**src/rtl/uart_transmitter.sv**
```systemverilog
// uart_transmitter: valid/ready byte in, start + LSB-first data + optional even parity + stop bits out.
// Define UART_TX_PARITY_EN to insert the even-parity bit between the data and stop bits.
module uart_transmitter #(
  parameter int CLK_FREQ  = 100_000_000,
  parameter int BAUD_RATE = 9_600,
  parameter int DATA_BITS = 8,
  parameter int STOP_BITS = 1
) (
  input  logic                 clk,
  input  logic                 rst,
  input  logic [DATA_BITS-1:0] tx_data,
  input  logic                 tx_valid,
  output logic                 tx_ready,
  output logic                 uart_out,
  output logic                 busy
);
  localparam int BIT_TICKS = CLK_FREQ / BAUD_RATE;
  localparam int CW = $clog2(BIT_TICKS);
`ifdef UART_TX_PARITY_EN
  typedef enum logic [2:0] {IDLE, START, DATA, PARITY, STOP} state_t;
  localparam state_t AFTER_DATA = PARITY;
`else
  typedef enum logic [2:0] {IDLE, START, DATA, STOP} state_t;
  localparam state_t AFTER_DATA = STOP;
`endif
  state_t state, state_n;
  logic [CW-1:0] cnt, cnt_n;
  logic [2:0] idx, idx_n;
  logic [DATA_BITS-1:0] sh, sh_n;
  logic line_n;
  logic bit_end;
`ifdef UART_TX_PARITY_EN
  logic par, par_n;
`endif
  assign bit_end = cnt == CW'(BIT_TICKS - 1);
  always_ff @(posedge clk) begin
    if (rst) begin
      state    <= IDLE;
      cnt      <= '0;
      idx      <= '0;
      sh       <= '0;
      uart_out <= 1'b1;
`ifdef UART_TX_PARITY_EN
      par      <= 1'b0;
`endif
    end else begin
      state    <= state_n;
      cnt      <= cnt_n;
      idx      <= idx_n;
      sh       <= sh_n;
      uart_out <= line_n;
`ifdef UART_TX_PARITY_EN
      par      <= par_n;
`endif
    end
  end
  // Counter wraps at every bit end, so each state entry starts it from zero.
  always_comb begin
    state_n = state;
    cnt_n   = bit_end ? '0 : cnt + CW'(1);
    idx_n   = idx;
    sh_n    = sh;
`ifdef UART_TX_PARITY_EN
    par_n   = (state == IDLE && tx_valid) ? ^tx_data : par;
`endif
    case (state)
      IDLE: begin
        cnt_n = '0;
        idx_n = '0;
        if (tx_valid) begin
          state_n = START;
          sh_n    = tx_data;
        end
      end
      START: state_n = bit_end ? DATA : START;
      DATA: if (bit_end) begin
        sh_n    = sh >> 1;
        idx_n   = idx == 3'(DATA_BITS - 1) ? '0 : idx + 3'd1;
        state_n = idx == 3'(DATA_BITS - 1) ? AFTER_DATA : DATA;
      end
`ifdef UART_TX_PARITY_EN
      PARITY: state_n = bit_end ? STOP : PARITY;
`endif
      STOP: if (bit_end) begin
        idx_n   = idx == 3'(STOP_BITS - 1) ? '0 : idx + 3'd1;
        state_n = idx == 3'(STOP_BITS - 1) ? IDLE : STOP;
      end
      default: state_n = IDLE;
    endcase
  end
  // Line value is computed from the next state so uart_out is a clean register.
  always_comb begin
    tx_ready = state == IDLE && !rst;
    busy     = state != IDLE;
`ifdef UART_TX_PARITY_EN
    line_n   = state_n == START ? 1'b0 : state_n == DATA ? sh_n[0] : state_n == PARITY ? par : 1'b1;
`else
    line_n   = state_n == START ? 1'b0 : state_n == DATA ? sh_n[0] : 1'b1;
`endif
  end
endmodule
```
**config.mk**
```make
export PLATFORM = sky130hd
export DESIGN_NAME = uart_transmitter
export DESIGN_NICKNAME = d
export VERILOG_FILES = /design/src/rtl/uart_transmitter.sv
export SDC_FILE = /design/constraint.sdc
export NUM_CORES = 1
export LEC_CHECK = 0
export ABC_CLOCK_PERIOD_IN_PS = 2400
export BUFFER_PORTS_ARGS = -buffer_cell sky130_fd_sc_hd__buf_2
export CAP_MARGIN = 20
export CORE_ASPECT_RATIO = 0.9
export CORE_UTILIZATION = 45
export DETAILED_ROUTE_END_ITERATION = 12
export GPL_TIMING_DRIVEN = 0
export PLACE_DENSITY = 0.7
export SLEW_MARGIN = 20
export SYNTH_ARGS = -nofsm -noshare
export SYNTH_HDL_FRONTEND = slang
export SYNTH_SLANG_ARGS = --single-unit
```
**constraint.sdc**
```tcl
create_clock -name clk -period 2.4 [get_ports clk]
set_clock_uncertainty 0.2 [all_clocks]
set_input_delay 0.36 -clock clk [delete_from_list [all_inputs] [get_ports clk]]
set_output_delay 0.36 -clock clk [all_outputs]
set_load 0.005 [all_outputs]
```
# Word level (Yosys, flattened, before mapping)
# Cells that the tools add are included.
[totals]
ff_bits = 29
inputBits = 11
out_inout_bits = 3
word_cells = 45
[classes]
n_addsub = 2
n_eq_ne = 10
muxes = 17
n_reduce_logical = 10
[op_table]
columns = ["op", "n"]
rows = [
  ["$mux 3", 7],
  ["$mux 8", 2],
  ["$pmux 8 s2", 1],
  ["$add 14x1->14 const B", 1],
  ["$eq 14x14->1 const B", 1],
  ["$pmux 3 s4", 1],
  ["$eq 3x2->1 const B", 3],
  ["$pmux 3 s3", 1],
  ["$eq 3x1->1 const B", 2],
  ["$logic_not 3->1", 2],
  ["$ne 2x2->1 const B", 3],
  ["$reduce_and 3->1", 2],
  ["$reduce_bool 3->1", 2],
  ["$mux 2", 2],
  ["$add 3x1->3 const B", 1],
  ["$eq 3x3->1 const B", 1],
  ["$mux 1", 3],
  ["$reduce_or 3->1", 1],
  ["$reduce_bool 2->1", 1],
  ["$logic_and 1x1->1", 1],
  ["$logic_not 1->1", 1],
]

# Longest topological paths before layout
[depth]
ltp_word = 7
mapped_depth = 7
mapped_depth_nobuf = 6

# Worst setup path after synthesis
# No wires, ideal clock.
[synth_timing]
path_kind = "register -> register"
from = "register cnt[4]"
to = "register idx[0]"
setup_time_ns = 0.121
t_arrival_ns = 2.144
t_required_ns = 2.079
path_slack_ns = -0.066
stages_incl_launch_ff = 6
path_buffers = 1
period_less_slack_ns = 2.466
cell_sequence = "dfxtp_1 -> or4b_4 -> or4_1 -> buf_6 -> a211oi_4 -> mux2_4"
[synth_between]
elab_chain_len = 3
elab_cells_between_ends = 4
cone_classes = "3 x eq/ne; 1 x reduce/logical"
[synth_lines]
columns = ["element", "line_no", "rtl"]
rows = [
  ["start: declaration", "27", "logic [CW-1:0] cnt, cnt_n;"],
  ["start signal: assignment", "48", "cnt <= cnt_n;"],
  ["$eq 14x14->1 (*)", "35", "assign bit_end = cnt == CW'(BIT_TICKS - 1);"],
  ["$ne 2x2->1 (no source line)", "-", ""],
  ["$reduce_and 3->1 (no source line) (*)", "-", ""],
  ["end signal: assignment", "49", "idx <= idx_n;"],
  ["end: declaration", "28", "logic [2:0] idx, idx_n;"],
]
# Every way passes the cells marked *; elsewhere a longest branch is shown, timed or not.
# A chain may end at the register's enable or synchronous reset.

# Worst setup path after layout
[layout_timing]
from = "register cnt[5]"
to = "register idx[2]"
# The elaborated chain is that of the path after synthesis.

==> metrics.md <==
| Metric | Value |
|---|---|
| Top_reg_cell synth | dfxtp_1 |
| F_max | ~0.43 GHz |
| Clock root cell | clkbuf_4 |
| CTS tree | built |
| Worst EP arrival | roughly 2400 ps |
| Clock Power Share | a little under half |
| Reg2reg start | cnt[5]$_SDFF_PP0_ |
| Clock Path Buffers | 2 |
| Sw Share | between 20% and 30% |
| Vias in the first global route | around 1200 |
| 1st-iter DRT viols | between 100 and 150 |
| Period utilization | a little over nine tenths |
| Initial Util | a little under half |
| Antenna-violating nets left | 0 |
| Hold Slack | around 70 ps |
| Worst setup EP type | register |
| Fin cells | approximately 230 |
| Critical path launch point | cnt[5]$_SDFF_PP0_ |
| Dpl hpwl | about 2100 um |
| Sequential share of power | between 40% and 50% |
| Switch Pwr | approximately 0.22 mW |
| Largest net degree at the start of global routing | 11 |
| Synthesized instance count | ~170 |
| Unrepaired setup endpoints after global routing | no |
| CTS Sinks | 29 |
| Combinational power share | between 5 and 6% |
| CTS buffer count | 5 |
| Global-route wire length before repair | ~5300 um |
| Lkg Pwr | around 0.64 nW |
| Crit Path Category | register to register |
| Final hold vios | 0 |
| Die Ht | between 50 and 60 um |
| Number of synthesis warnings | 0 |
| Startpoint Class | register |
| Max Slew Vio Count | 0 |
| Placed cells | between 200 and 250 |
| Worst-skew pair later-pin latency | around 330 ps |
| Placed Area | around 1600 sq um |
| P&R area growth vs syn | 19.7% |
| Top Ports | 14 |
| Cell Area, Synth | approximately 1500 sq um |
| #FFs+latches synth | 29 |
| Min Tclk post-route | between 2000 and 2500 ps |
| Gr usage total | between 20% and 30% |
| VDD IR max | just over 400 uV |
| Power Dens Cells | 605 nW/um^2 |
| Max-Cap Viols | 0 |
| Register Area | just under 600 sq um |
| Int Pwr | 0.842 mW |
| Drt drc | 0 |
| Syn_area_per_cell | between 8 and 9 sq um |
| Synth top area share | 39.7% |
| Share of cells above drive strength 1 | approximately 21% |
| Die Area | 3480 sq um |
| Area occupied by multi-input gates | 837 sq um |
| ANT cells | 0 |
| Area leader, netlist | dfxtp_1 |
| Core area | between 3000 and 4000 sq um |
| Initial antenna violation count | 0 |
| DR vias/cell | between 5 and 6 |
| Finished Core Util | a little under three fifths |
| WL final | a little under 3000 um |
| Crit Path Max Fanout | 10 |
| Seq/Total Area, Yosys | between 30% and 40% |
| Synth cell types | 44 |
| Data required, critical path | 2460 ps |
| Hold_buf cts | 0 |
| Final setup violation count | 0 |
| Drt wl/cell | around 13 um |
| Port Buf Inserts | 12 |
| Routability cong. | 0.855 |
| Site Rows | 19 |
| Clock-pin slew on the worst setup and hold paths | about 90 ps |
| Asr flop ratio synth | 0% |
| Die width | 62.1 um |
| Total gr overflow | 0 |
| Finished Cell Area | between 1500 and 2000 sq um |
| HP Class | input pin to register |
| H-tree levels | 2 |
| Routed vias | between 1000 and 1500 |
| Synth top area cells | dfxtp_1 40%, nor2_1 5.1%, o211ai_1 4.1% |
| Post-synth EDFFs | 0 |
| Number of detailed-route iterations in the first pass | 4 |
| Filler Cell Count | around 280 |
| Net count after synthesis | 180 |
| Final Net Count | ~210 |
| Hold Startpoint | tx_data[7] |
| Status | finished, final reports clean |
-- layout make-up --
type                    count  share of cell area [%]
multi-input cells         122                    47.9
plain buffers               9                    2.58
clock inverters             3                    3.72
flip-flops and latches     29                    33.6
well taps                  42                    3.00
clock buffers               5                    2.15
repair buffers             18                    6.01
inverters                   5                    1.07
-- what timing repair did --
| action | CTS | global route |
|---|---|---|
| pin swaps | 4 | 1 |
| gates resized for setup | 3 | 6 |
| setup endpoints to repair | 24 | 12 |
| endpoints found under the hold margin | 0 | 0 |
| buffers inserted | 5 | 1 |
-- logic make-up (layout without fill, tap and decap cells) --
kind of cell             after synthesis  after routing  share of synthesized area [%]
adder cells (fa/ha/maj)                4              4                           3.42
multiplexers                           4              4                           3.08
AND/OR/NAND/NOR                       68             68                           25.3
buffers and inverters                 14             40                           4.20
XOR/XNOR                              11             11                           6.59
other                                  1              1                          0.257
flip-flops                            29             29                           39.7
AO/OA/AOI/OAI                         34             34                           17.5
-- per-stage QoR --
| stage | TNS (ps) | power, mW | setup WS [ps] |
|---|---|---|---|
| 4_1_cts | 0 | 1.07 | 19.5 |
| 3_5_place_dp | -4200 | 0.571 | -342 |
| 2_1_floorplan | 0 | 0.550 | 0.210 |
| 6_report | 0 | 1.06 | 69.8 |
| 3_3_place_gp | -2810 | 0.568 | -263 |
| 5_1_grt | 0 | 1.10 | 2.58 |
-- critical path: stages, from the launching register on --
cell      delay [ps]
dfxtp_4          370
or3b_4           410
or4_4            530
buf_6            160
a211oi_4         230
buf_4            160
mux2i_1          190
-- power by group through the flow --
stage | registers, mW | logic (mW) | clock network, mW
floorplan | 0.509 | 0.0410 | 0
global placement | 0.510 | 0.0581 | 0
detailed placement | 0.511 | 0.0598 | 0
CTS | 0.500 | 0.0616 | 0.507
global route | 0.500 | 0.0707 | 0.532
finish | 0.499 | 0.0625 | 0.497
-- cells in the mapped netlist (2+ instances only) --
master    count
nor2b_1       4
and3_1        2
ha_1          4
inv_1         5
o21ai_0       2
or3_1         3
nand2b_1      4
a32oi_1       6
nor3_1        4
nand2_1       8
mux2i_1       3
nand3_1       6
dfxtp_1      29
xnor2_1       5
nand4_1       4
o211ai_1      8
xor2_1        6
and2_1        2
clkbuf_1      7
nor2_1       20
a21oi_1       9
a211o_1       2
-- cells in the final DEF, fill, tap and decap left out, types with 2 or more instances in the layout --
| master | n |
|---|---|
| ha_1 | 3 |
| nand3_1 | 6 |
| or3_1 | 3 |
| a32oi_1 | 6 |
| bufinv_16 | 2 |
| a21oi_1 | 9 |
| nand4_1 | 4 |
| inv_1 | 5 |
| a211o_1 | 2 |
| mux2i_1 | 3 |
| nor2_1 | 20 |
| nor2b_1 | 4 |
| clkbuf_1 | 7 |
| xor2_1 | 6 |
| and2_1 | 2 |
| nor3_1 | 4 |
| o21ai_0 | 2 |
| xnor2_1 | 5 |
| dfxtp_1 | 25 |
| o211ai_1 | 8 |
| nand2_1 | 8 |
| and3_1 | 2 |
| clkbuf_4 | 6 |
| buf_4 | 6 |
| dfxtp_2 | 3 |
| buf_2 | 12 |
| nand2b_1 | 4 |
-- registers in the layout, summed over array words and instances, names as in the netlist --
| register | flops |
|---|---|
| cnt | 14 |
| idx | 3 |
| sh | 8 |
| state | 3 |
| uart_out | 1 |
-- routing by layer --
layer | wire, um | part of all wire, % | track usage [%] | vias to the layer above
met1 | 1370 | 46 | 25.8 | 618
met3 | 91 | 3.1 | 6.28 | 7
met2 | 1450 | 49 | 30.2 | 20
li1 | - | - | - | 646
met5 | 0 | 0 | 0 | -
met4 | 70 | 2.4 | 9.52 | 0
-- final timing paths --
path,end,slack (ps),depth (start not counted)
setup / recovery,idx[2]$_SDFFE_PP0P_,70,6
hold / removal,sh[7]$_SDFFE_PP0P_,70,3
setup reg to reg,idx[2]$_SDFFE_PP0P_,70,6
hold reg to reg,cnt[0]$_SDFF_PP0_,240,1
Note: power is estimated with default switching activity, not from simulation.
